[config.mk]
export PLATFORM = sky130hd
export DESIGN_NAME = shift_sequencer_flat
export DESIGN_NICKNAME = d
export VERILOG_FILES = /design/src/rtl/shift_sequencer_if.sv /design/src/rtl/shift_sequencer.sv /design/src/flat_wrapper.sv
export SDC_FILE = /design/constraint.sdc
export NUM_CORES = 1
export LEC_CHECK = 0
export BUFFER_PORTS_ARGS = -buffer_cell sky130_fd_sc_hd__buf_2
export CAP_MARGIN = 20
export CORE_MARGIN = 1
export CORE_UTILIZATION = 50
export CTS_CLUSTER_SIZE = 8
export DETAILED_ROUTE_END_ITERATION = 6
export HOLD_SLACK_MARGIN = 0.15
export PLACE_DENSITY = 0.82
export SYNTH_ARGS = -nofsm -noshare
export SYNTH_HDL_FRONTEND = slang
export SYNTH_SLANG_ARGS = --single-unit
[constraint.sdc]
create_clock -name clk -period 2.55 [get_ports clk]
set_input_delay 0.255 -clock clk [delete_from_list [all_inputs] [get_ports clk]]
set_output_delay 0.255 -clock clk [all_outputs]
set_load 0.05 [all_outputs]
[src/rtl/shift_sequencer_if.sv]
// Request/result bundle between a datapath controller and the shift sequencer.
// The master issues start/in/op/amount; the slave returns ready/busy/done/out.
interface shift_sequencer_if #(
   parameter int WIDTH = 16,
   parameter int AMT_W = 4
);
   logic             start;
   logic [WIDTH-1:0] in;
   logic [1:0]       op;
   logic [AMT_W-1:0] amount;
   logic             ready;
   logic             busy;
   logic             done;
   logic [WIDTH-1:0] out;

   modport master (output start, in, op, amount, input ready, busy, done, out);
   modport slave  (input start, in, op, amount, output ready, busy, done, out);
endinterface

[src/rtl/shift_sequencer.sv]
// Multi-cycle shift controller looping an accumulator through the 1-bit shifter.
// Define SHIFT_SEQ_DOUBLE_EN to chain two shifter steps per cycle.
module shifter #(
   parameter int WIDTH = 16
) (
   input  logic [WIDTH-1:0] in,
   input  logic [1:0]       shift,
   output logic [WIDTH-1:0] sout
);
   always_comb begin
      case (shift)
         2'b01:   sout = {in[WIDTH-2:0], 1'b0};
         2'b10:   sout = {1'b0, in[WIDTH-1:1]};
         2'b11:   sout = {in[WIDTH-1], in[WIDTH-1:1]};
         default: sout = in;
      endcase
   end
endmodule

module shift_sequencer #(
   parameter int WIDTH = 16,
   parameter int AMT_W = 4
) (
   input  logic               clk,
   input  logic               reset_n,
   shift_sequencer_if.slave   bus
);
`ifdef SHIFT_SEQ_DOUBLE_EN
   localparam int STEPS = 2;
`else
   localparam int STEPS = 1;
`endif

   typedef enum logic [1:0] {ST_IDLE, ST_SHIFT, ST_DONE} state_t;

   state_t           state_reg, state_next;
   logic [WIDTH-1:0] acc_reg, acc_next;
   logic [AMT_W-1:0] cnt_reg, cnt_next;
   logic [1:0]       op_q, op_next;

   // chain[0] is the accumulator; chain[n] is the value after n single-bit steps
   logic [WIDTH-1:0] chain [STEPS+1];
   assign chain[0] = acc_reg;

   genvar gi;
   generate
      for (gi = 0; gi < STEPS; gi++) begin : g_step
         shifter #(.WIDTH(WIDTH)) u_shifter (
            .in    (chain[gi]),
            .shift (op_q),
            .sout  (chain[gi+1])
         );
      end
   endgenerate

   always_ff @(posedge clk or negedge reset_n) begin
      if (!reset_n) begin
         state_reg <= ST_IDLE;
         acc_reg   <= '0;
         cnt_reg   <= '0;
         op_q      <= 2'b00;
      end else begin
         state_reg <= state_next;
         acc_reg   <= acc_next;
         cnt_reg   <= cnt_next;
         op_q      <= op_next;
      end
   end

   always_comb begin
      state_next = state_reg;
      acc_next   = acc_reg;
      cnt_next   = cnt_reg;
      op_next    = op_q;
      case (state_reg)
         ST_IDLE: begin
            if (bus.start) begin
               acc_next   = bus.in;
               op_next    = bus.op;
               cnt_next   = bus.amount;
               state_next = (bus.amount != '0) ? ST_SHIFT : ST_DONE;
            end
         end
         ST_SHIFT: begin
`ifdef SHIFT_SEQ_DOUBLE_EN
            if (cnt_reg >= AMT_W'(2)) begin
               acc_next = chain[2];
               cnt_next = cnt_reg - AMT_W'(2);
            end else begin
               acc_next = chain[1];
               cnt_next = cnt_reg - AMT_W'(1);
            end
            if (cnt_next == '0)
               state_next = ST_DONE;
`else
            acc_next = chain[1];
            cnt_next = cnt_reg - AMT_W'(1);
            if (cnt_reg == AMT_W'(1))
               state_next = ST_DONE;
`endif
         end
         ST_DONE: state_next = ST_IDLE;
         default: state_next = ST_IDLE;
      endcase
   end

   assign bus.ready = (state_reg == ST_IDLE);
   assign bus.busy  = (state_reg == ST_SHIFT) || (state_reg == ST_DONE);
   assign bus.done  = (state_reg == ST_DONE);
   assign bus.out   = acc_reg;
endmodule

[src/flat_wrapper.sv]
// flat-port wrapper written by rule: the top's interface ports become plain ports
module shift_sequencer_flat 
#(
   parameter int WIDTH = 16,
   parameter int AMT_W = 4
)
  (clk, reset_n, bus_start, bus_in, bus_op, bus_amount, bus_ready, bus_busy, bus_done, bus_out);
  shift_sequencer_if #(.WIDTH(WIDTH), .AMT_W(AMT_W)) bus_i ();
  input  logic clk;
  input  logic reset_n;
  input wire logic [$bits(bus_i.start)-1:0] bus_start;
  input wire logic [$bits(bus_i.in)-1:0] bus_in;
  input wire logic [$bits(bus_i.op)-1:0] bus_op;
  input wire logic [$bits(bus_i.amount)-1:0] bus_amount;
  output wire logic [$bits(bus_i.ready)-1:0] bus_ready;
  output wire logic [$bits(bus_i.busy)-1:0] bus_busy;
  output wire logic [$bits(bus_i.done)-1:0] bus_done;
  output wire logic [$bits(bus_i.out)-1:0] bus_out;
  assign bus_i.start = bus_start;
  assign bus_i.in = bus_in;
  assign bus_i.op = bus_op;
  assign bus_i.amount = bus_amount;
  assign bus_ready = bus_i.ready;
  assign bus_busy = bus_i.busy;
  assign bus_done = bus_i.done;
  assign bus_out = bus_i.out;
  shift_sequencer #(.WIDTH(WIDTH), .AMT_W(AMT_W)) u_core (.clk(clk), .reset_n(reset_n), .bus(bus_i));
endmodule
# Word level (Yosys, flattened, before mapping)
# Index checks and enable logic that the tools add are counted.
dict set report classes {
  addsub 1
  n_eq_ne 11
  muxes 9
  reduce_logical 9
}
# op count
set ops {}
lappend ops {{16-bit case mux with 3 select lines} 1}
lappend ops {{16-bit case mux with 2 select lines} 1}
lappend ops {{16-bit two-way mux} 1}
lappend ops {{4-bit case mux with 2 select lines} 1}
lappend ops {{2-bit equality test, second input constant} 3}
lappend ops {{2-bit two-way mux} 3}
lappend ops {{2-bit AND reduction} 3}
lappend ops {{2-bit by 1-bit equality test with 1-bit output, second input constant} 2}
lappend ops {{4-bit by 1-bit equality test with 1-bit output, second input constant} 1}
lappend ops {{4-bit two-way mux} 1}
lappend ops {{2-bit != test, second input constant} 2}
lappend ops {{4-bit != test, second input constant} 1}
lappend ops {{2-bit case mux with 2 select lines} 1}
lappend ops {{4-bit AND reduction} 1}
lappend ops {{4-bit nonzero test} 1}
lappend ops {{4-bit by 1-bit subtractor with 4-bit output, second input constant} 1}
lappend ops {{3-bit != test, second input constant} 1}
lappend ops {{3-bit AND reduction} 1}
lappend ops {{2-bit zero test} 1}
lappend ops {{2-bit by 1-bit != test with 1-bit output, second input constant} 1}
lappend ops {{2-bit nonzero test} 1}
lappend ops {{1-bit logical OR} 1}
dict set report totals {
  register_bits 24
  in_bits 25
  elab_cells 35
}

# Logic depth before layout (Yosys ltp)
# Gate-level depths: netlist of the first run.
dict set report depth {
  depth_word 4
  mapped_depth 8
  depth_no_buf 5
}

# Hierarchy
# Synthesis of the first run repeated with hierarchy kept, for this count alone.
dict set report hier_totals {
  hier_cells 191
  area_unflattened_um2 1762.9
}
# module n_inst cells_per_inst area_each_um2
set modules_own_cells {}
lappend modules_own_cells {shift_sequencer 1 140 1407.6}
lappend modules_own_cells {shifter 1 51 355.3}

# Least setup slack after synthesis of the first run
# Ideal clock, no wire load.
dict set report synth_path {
  kind {reg2reg}
  startpoint {register u_core.state_reg[0]}
  endpoint {register u_core.acc_reg[0] (netlist: u_core.bus.out[0])}
  setup_time_ps 125
  arrival_ps 2009
  required_ps 2425
  path_slack_ps 417
  stages_incl_launch_ff 8
  path_buffers 2
  path_cell_list {dfrtp_1 inv_1 ha_1 buf_6 mux2i_2 or2_1 buf_6 mux2_2}
}
dict set report synth_via {
  elab_chain_len 3
  word_cells_on_any_way 7
  cone_classes {eq/ne: 3; mux: 1; reduce/logical: 3}
}
# item line
set synth_lines {}
lappend synth_lines {{start: declaration} shift_sequencer.sv:36} ;# state_t state_reg, state_next;
lappend synth_lines {{start signal: assignment} shift_sequencer.sv:63} ;# state_reg <= state_next;
lappend synth_lines {{2-bit zero test *} n/a}
lappend synth_lines {{named net bus_ready} flat_wrapper.sv:15} ;# output wire logic [$bits(bus_i.ready)-1:0] bus_ready;
lappend synth_lines {{2-bit != test (no source line) / 2-bit nonzero test (equally long branches)} n/a}
lappend synth_lines {{3-bit AND reduction (no source line)} n/a}
lappend synth_lines {{end signal: assignment} shift_sequencer.sv:64} ;# acc_reg <= acc_next;
lappend synth_lines {{end: declaration} shift_sequencer.sv:37} ;# logic [WIDTH-1:0] acc_reg, acc_next;
# The timed path passes the listed nets; every way through them passes the cells marked *.
# A chain may end at the register's enable or synchronous reset.

# Final worst setup path of the first run
dict set report layout_path {
  startpoint {register u_core.state_reg[0]}
  endpoint {register u_core.acc_reg[0] (netlist: u_core.bus.out[0])}
}
dict set report layout_via {
  elab_chain_len 3
  word_cells_on_any_way 7
  cone_classes {eq/ne: 3; mux: 1; reduce/logical: 3}
}
# item line
set layout_lines {}
lappend layout_lines {{2-bit by 1-bit equality test with 1-bit output / 2-bit zero test (equally long branches)} shift_sequencer.sv:75} ;# case (state_reg)
lappend layout_lines {{4-bit != test (no source line) (tied with other cells)} n/a}
lappend layout_lines {{3-bit AND reduction (no source line)} n/a}
# Several ways; a longest one is shown, not always the timed one.

==> results of run 1 <==
==> stage by stage <==
step	util	hold WS (ns)
floorplan	-	-0.0406
global placement	0.590	0.273
detailed placement	0.590	0.279
CTS	0.601	0.164
global route	0.601	0.152
finish	0.601	0.158
==> layout by cell type, fill, tap and decap left out <==
master,Yosys,layout
o31ai_2,10,10
or3_1,1,1
nand2_1,5,5
mux2i_2,2,2
o21ai_0,17,17
a211oi_1,1,1
nor4b_2,1,1
nor2b_1,4,4
o31ai_1,5,5
dlygate4sd3_1,0,1
a221oi_1,16,16
o2bb2ai_1,2,2
or2_2,1,1
nor4bb_1,1,1
nor2_1,16,16
nor3_1,2,2
or3b_2,1,1
clkbuf_4,0,3
clkinv_1,1,1
o41ai_1,1,1
buf_4,2,4
inv_1,8,8
dfrtp_1,24,24
a21oi_1,3,3
nand3_1,2,2
a211o_1,1,1
nor4_1,2,2
nor3b_1,1,1
buf_2,0,43
a22oi_1,1,1
ha_1,11,11
mux2_2,4,4
a21o_1,3,3
or2_1,1,1
==> routing by layer <==
layer  global-route usage  vias up  share of wire
li1                     -      679              -
met1                0.313      732           0.44
met2                0.409       55           0.50
met3               0.0349        5          0.052
met4               0.0612        0         0.0099
met5                    0        -              0
==> critical path: stages (launching register included) <==
cell and delay [ns]:
dfrtp_1 0.45, inv_1 0.10, ha_1 0.34, mux2i_2 0.64, or2_1 0.24, mux2_2 0.34
==> worst paths after layout <==
path / slack (ns) / start / end
min reg2reg: 0.54 / u_core.cnt_reg[1] / u_core.cnt_reg[1]
min in group asynchronous: 0.45 / reset_n / u_core.bus.out[13]
max reg2reg: 0.34 / u_core.state_reg[0] / u_core.bus.out[0]
max: 0.34 / u_core.state_reg[0] / u_core.bus.out[0]
min: 0.16 / bus_op[0] / u_core.op_q[0]
max in group asynchronous: 1.73 / reset_n / u_core.bus.out[8]
==> cell type report <==
cell class | instances | area, µm² | area share
clock buffer | 3 | 22.5 | 0.0122
tap | 44 | 55.1 | 0.0298
multi-input combinational | 115 | 882 | 0.477
sequential | 24 | 601 | 0.325
inverter | 9 | 33.8 | 0.0183
timing repair buffer | 48 | 255 | 0.138
==> kinds of logic after synthesis <==
kind of cell | Yosys count | share of synthesized area
AND/OR/NAND/NOR | 38 | 0.120
multiplexers | 6 | 0.0444
adder cells (fa/ha/maj) | 11 | 0.0842
AO/OA/AOI/OAI | 60 | 0.291
flip-flops | 24 | 0.368
buffers and inverters | 21 | 0.0926
==> flow_summary_export.csv, run 1 <==
group,metric,value,unit
sta,slew_headroom,0.381,
critical_path,crit_type,"flip-flop to flip-flop",
synthesis,synth_top_area_cell,"dfrtp_1",
layout,antennaDiodeCount,0,
die,core_area,0.00308,mm²
clocking,insertion_delay,0.32,ns
critical_path,path_max_fanout,15,
synthesis,synth_flop_cell,"dfrtp_1",
hold_path,hp-class,"input port to flip-flop",
synthesis,synth-seq-cells,24,
routing,ant_nets,0,
synthesis,syn-num-nets,196,
sta,setup_ws,0.338,ns
critical_path,cp_data_arrival_time,2.44,ns
critical_path,reg2regPathDepth,5,
global_route,overflow,0,
layout,layout.nets,237,
placement,place_area,0.00182,mm²
clocking,ctsResizeCount,0,
clocking,cts_num_sinks,24,
sta,hold_viol_final,0,
clocking,h-tree-depth,1,
routing,drtIter0Drc,93,
synthesis,yosys-top-cells-area,"dfrtp_1 (37%), a221oi_1 (8.6%), ha_1 (8.4%), o31ai_2 (7.7%), o21ai_0 (5.2%)",
die,num_rows,20,
synthesis,avgSynthCellArea,10.2,µm²
sta,fin_crit_sh,0.867,
job,drv_cap,0,
critical_path,startpoint_type,"flip-flop",
sta,final-setup-viol-count,0,
layout,area_delta_synth_final,13.2,%
routing,drt_wl_total,3.76,mm
critical_path,critPathRequiredTime,2.78,ns
sta,tns,0,ns
routing,vias,1471,
clocking,clockBufferDepth,2,
sta,fmax,452,MHz
placement,place_inst,239,
layout,stdcell_area,0.00185,mm²
die,dieArea,0.00350,mm²
layout,final_cells,243,
global_route,antenna_found_initial,0,
clocking,cts_tree,"done",
die,initial_core_util,0.531,
synthesis,async_flop_share,1.00,
placement,gp_congestion,0.813,
die,dieWidth,59.2,µm
layout,largest_register_ffs,16,
sta,rsz0062_at_grt,"false",
synthesis,seq_area_frac_synth,0.368,
global_route,track_usage,0.238,
synthesis,syn-cell-area,0.00163,mm²
placement,hpwl,2.66,mm
routing,wl_per_cell,15.5,µm
synthesis,yosysUniqueCellTypes,37,
critical_path,endpoint_kind,"flip-flop",
synthesis,yosysMostFrequentCell,"dfrtp_1",
placement,io_buffers,43,
routing,firstDrtPassIters,4,
die,die_h,59.2,µm
sta,tightest_slew,0.925,ns
global_route,grt_pass1_wl,6.31,mm
routing,drcViolationCount,0,
synthesis,synth_edf_count,0,
synthesis,synth_top_area_share,0.368,
global_route,grt_pass1_vias,1388,
layout,drive_gt1_frac,0.347,
sta,period_minus_slack,2.21,ns
status,status,"finished, final reports clean",
routing,viasPerCell,6.05,
sta,slew_violations,0,
clocking,clk_pin_slew,0.13,ns
layout,fill_cells,281,
synthesis,syn_inst,160,
die,io_pins,44,
synthesis,synth_common_cells,"dfrtp_1 (24), o21ai_0 (17), a221oi_1 (16), nor2_1 (16), ha_1 (11)",
clocking,cts_buffers,3,
hold_path,whs_path_depth,2,
sta,finClkSkew,0.00295,ns
clocking,clockRootBuffer,"clkbuf_4",
placement,place_ws,0.384,ns
clocking,cts_setup_buffers,0,
synthesis,ys_warn_count,0,
clocking,hold_buffers,1,
global_route,grt_max_degree,25,
Power of run 1 is left out: the tool's default activity adds up to more than one toggle a clock period on the data nets, which glitch-free logic cannot reach.
==> run 2: changes to the inputs <==
- clock period: 2.55 -> 2.5 ns (I/O delays scaled with it)
==> flow_summary_export.csv, run 2 (same netlist as run 1, synthesis figures left out) <==
group,metric,value,unit
routing,vias,1464,
die,core_area,0.00308,mm²
sta,slew_violations,0,
job,drv_cap,0,
clocking,cts_num_sinks,24,
clocking,clockRootBuffer,"clkbuf_4",
routing,drtIter0Drc,77,
hold_path,hp-class,"input port to flip-flop",
sta,final-setup-viol-count,0,
global_route,grt_max_degree,25,
layout,largest_register_ffs,16,
routing,drcViolationCount,0,
critical_path,crit_chain,"inv_1 > ha_1 > mux2i_2 > or2_1 > mux2_2",
routing,drt_wl_total,3.69,mm
sta,fin_crit_sh,0.886,
die,io_pins,44,
die,die_h,59.2,µm
routing,wl_per_cell,15.0,µm
layout,final_common_cell,"buf_2",
sta,slew_headroom,0.372,
clocking,clockBufferDepth,2,
layout,area_delta_synth_final,14.6,%
sta,hold_viol_final,0,
die,num_rows,20,
die,dieArea,0.00350,mm²
routing,viasPerCell,5.98,
clocking,cts_tree,"done",
sta,rsz0062_at_grt,"false",
layout,layout_common_cells,"buf_2 (43), dfrtp_1 (24), o21ai_0 (17)",
clocking,ctsResizeCount,0,
global_route,overflow,0,
critical_path,critPathMaxStageDelay,0.65,ns
sta,tns,0,ns
critical_path,cp_data_arrival_time,2.43,ns
critical_path,critical_path.top_delay_family,"multiplexers",
sta,fmax,451,MHz
clocking,cts_buffers,3,
critical_path,path_buf_inv,1,
status,status,"finished, final reports clean",
global_route,track_usage,0.238,
sta,finClkSkew,0.00628,ns
layout,layout.nets,238,
critical_path,endpoint_kind,"flip-flop",
die,initial_core_util,0.531,
layout,drive_gt1_frac,0.348,
critical_path,path_max_fanout,15,
placement,gp_congestion,0.816,
critical_path,critPathRequiredTime,2.71,ns
global_route,grt_pass1_wl,6.35,mm
layout,antennaDiodeCount,0,
global_route,grt_pass1_vias,1386,
sta,tightest_slew,0.939,ns
global_route,antenna_found_initial,0,
critical_path,cp_slowest_cell,"mux2i_2",
sta,period_minus_slack,2.22,ns
routing,ant_nets,0,
clocking,insertion_delay,0.31,ns
placement,io_buffers,43,
routing,firstDrtPassIters,4,
die,dieWidth,59.2,µm
clocking,h-tree-depth,1,
critical_path,startpoint_type,"flip-flop",
clocking,clk_pin_slew,0.13,ns
critical_path,crit_type,"flip-flop to flip-flop",
placement,hpwl,2.68,mm
-- run 2: worst register-to-register path: cells and delay by family, from the launching register on --
family                   cells  cell delay, ns
adder cells (fa/ha/maj)      1            0.34
multiplexers                 2            0.99
AND/OR/NAND/NOR              1            0.24
flip-flops                   1            0.45
buffers and inverters        1            0.11
-- run 2: what timing repair did --
| item | CTS | global route |
|---|---|---|
| setup buffers | 0 | 0 |
| endpoints found under the setup margin | 0 | 0 |
| endpoints found under the hold margin | 24 | 1 |
| hold buffers | 1 | 1 |
-- run 2: cell type report --
class | instances | area [µm²]
fill | 273 | 1200
multi-input combinational | 115 | 882
sequential | 24 | 601
timing repair buffer | 49 | 265
tap | 44 | 55.1
clock buffer | 4 | 36.3
inverter | 9 | 33.8
-- run 2: final timing paths --
path / startpoint / endpoint / slack, ns / cells after the start
worst min-delay path: bus_op[1] / u_core.op_q[1] / 0.19 / 2
max in group asynchronous: reset_n / u_core.cnt_reg[2] / 1.71 / 2
min in group asynchronous: reset_n / u_core.state_reg[1] / 0.44 / 2
worst max register to register: u_core.state_reg[0] / u_core.bus.out[0] / 0.28 / 5
worst max-delay path: u_core.state_reg[0] / u_core.bus.out[0] / 0.28 / 5
worst min register to register: u_core.cnt_reg[1] / u_core.cnt_reg[1] / 0.54 / 2
-- run 2: layer usage --
metal  track usage  vias to the layer above  wire (µm)
li1              -                      680          -
met1         0.328                      715       1630
met2         0.399                       63       1830
met3        0.0218                        6        194
met4        0.0646                        0         36
met5             0                        -          0
-- run 2: stage by stage --
step	setup WS (ns)	instance area (µm²)	hold slack, ns	utilization	cells
after floorplan	0.367	1630	-0.0456	-	160
after global placement	0.396	1820	0.268	0.590	239
after detailed placement	0.320	1820	0.273	0.590	239
after CTS	0.281	1860	0.166	0.605	244
after global routing	0.122	1870	0.173	0.609	245
final	0.284	1870	0.192	0.609	245
Power of run 2 is left out for the same reason.
==> run 3: changes to the inputs <==
- CELL_PAD_IN_SITES_DETAIL_PLACEMENT: not set -> 1
- CELL_PAD_IN_SITES_GLOBAL_PLACEMENT: not set -> 1
- CORE_UTILIZATION: 50 -> 40
- PLACE_DENSITY: 0.82 -> 0.85
==> flow_summary_export.csv, run 3 (same netlist as run 1, synthesis figures left out) <==
group,metric,value,unit
die,io_pins,44,
clocking,insertion_delay,0.27,ns
routing,firstDrtPassIters,4,
hold_path,hp-class,"input port to flip-flop",
routing,wl_per_cell,17.1,µm
layout,largest_register_ffs,16,
placement,io_buffers,43,
clocking,h-tree-depth,1,
hold_path,whs_path_depth,2,
die,num_rows,22,
sta,tightest_slew,0.910,ns
critical_path,critical_path.top_delay_family,"simple AND/OR/NAND/NOR gates",
critical_path,crit_type,"flip-flop to flip-flop",
global_route,overflow,0,
global_route,grt_pass1_wl,7.11,mm
clocking,cts_num_sinks,24,
hold_path,min_to,"u_core.op_q[1]",
layout,ff_latch_area,601,µm²
critical_path,path_depth,5,
critical_path,startpoint_type,"flip-flop",
routing,drt_wl_total,4.26,mm
placement,hpwl,3.15,mm
critical_path,critPathRequiredTime,2.68,ns
sta,tns,0,ns
clocking,cts_buffers,3,
clocking,clk_pin_slew,0.09,ns
sta,period_minus_slack,2.10,ns
hold_path,holdCritStartpoint,"bus_op[1]",
die,die_h,65.9,µm
critical_path,critPathMaxStageDelay,0.73,ns
critical_path,reg2regPathDepth,5,
routing,vias,1472,
clocking,cts_setup_buffers,0,
die,dieWidth,65.9,µm
global_route,track_usage,0.213,
layout,layout_common_cells,"buf_2 (43), dfrtp_1 (24), o21ai_0 (17)",
sta,fmax,477,MHz
sta,finClkSkew,0.00199,ns
layout,area_delta_synth_final,15.9,%
critical_path,path_max_fanout,14,
routing,drtIter0Drc,74,
sta,fin_crit_sh,0.839,
die,initial_core_util,0.430,
critical_path,crit-reg2reg-launch,"u_core.op_q[0]",
critical_path,cp_slowest_cell,"nor2_1",
status,status,"finished, final reports clean",
routing,viasPerCell,5.91,
layout,drive_gt1_frac,0.353,
global_route,antenna_found_initial,0,
sta,slew_violations,0,
layout,layout.nets,238,
layout,fin_util,0.499,
placement,gp_congestion,0.794,
clocking,clockBufferDepth,2,
sta,rsz0062_at_grt,"false",
critical_path,endpoint_kind,"flip-flop",
layout,antennaDiodeCount,0,
die,dieArea,0.00434,mm²
sta,hold_viol_final,0,
critical_path,cp_data_arrival_time,2.28,ns
clocking,clockRootBuffer,"clkbuf_8",
layout,final_common_cell,"buf_2",
critical_path,rrSetupSlack,0.40,ns
layout,multiInputGateArea,882,µm²
sta,final-setup-viol-count,0,
routing,ant_nets,0,
critical_path,crit_chain,"inv_1 > ha_1 > nor2_1 > a221oi_1 > o31ai_2",
clocking,hold_buffers,1,
clocking,ctsResizeCount,0,
layout,fill_cells,437,
sta,slew_headroom,0.391,
die,core_area,0.00380,mm²
global_route,grt_pass1_vias,1505,
global_route,grt_max_degree,25,
job,drv_cap,0,
critical_path,r2r_end,"u_core.bus.out[13]",
critical_path,path_buf_inv,1,
routing,drcViolationCount,0,
clocking,cts_tree,"done",
[run 3: worst reg2reg max path, stage by stage (launching register included)]
cell      delay, ns
dfrtp_1        0.43
inv_1          0.09
ha_1           0.27
nor2_1         0.73
a221oi_1       0.22
o31ai_2        0.27
[run 3: stage by stage]
stage          setup slack [ns]  std cells  cell area (µm²)  hold slack [ns]
6_report                  0.403        249             1890            0.215
5_1_grt                   0.180        249             1890            0.208
4_1_cts                   0.413        249             1890            0.211
3_5_place_dp              0.451        244             1830            0.278
3_3_place_gp              0.562        244             1830            0.272
2_1_floorplan             0.367        160             1630          -0.0456
[run 3: area by class of cell]
cell class / count / area share
clock buffers: 4 / 0.0291
inverters: 9 / 0.0178
multi-input cells: 115 / 0.466
flip-flops and latches: 24 / 0.317
well taps: 48 / 0.0317
repair buffers: 49 / 0.139
[run 3: per-layer routing]
layer	share of wire	routed length [µm]	global-route usage	vias up
met5	0	0	0	-
met4	0.0049	21	0.0408	0
met3	0.047	200	0.0362	4
met2	0.53	2260	0.392	46
met1	0.42	1780	0.259	739
li1	-	-	-	683
[run 3: worst max path at each step]
stage	from	endpoint	slack, ns
5_1_grt	u_core.op_q[0]	u_core.bus.out[5]	0.18
4_1_cts	u_core.op_q[0]	u_core.bus.out[13]	0.41
3_3_place_gp	u_core.op_q[0]	u_core.bus.out[8]	0.56
3_5_place_dp	u_core.op_q[0]	u_core.bus.out[13]	0.45
6_report	u_core.op_q[0]	u_core.bus.out[13]	0.40
2_1_floorplan	u_core.state_reg[0]	u_core.bus.out[0]	0.37
Power of run 3 is left out for the same reason.
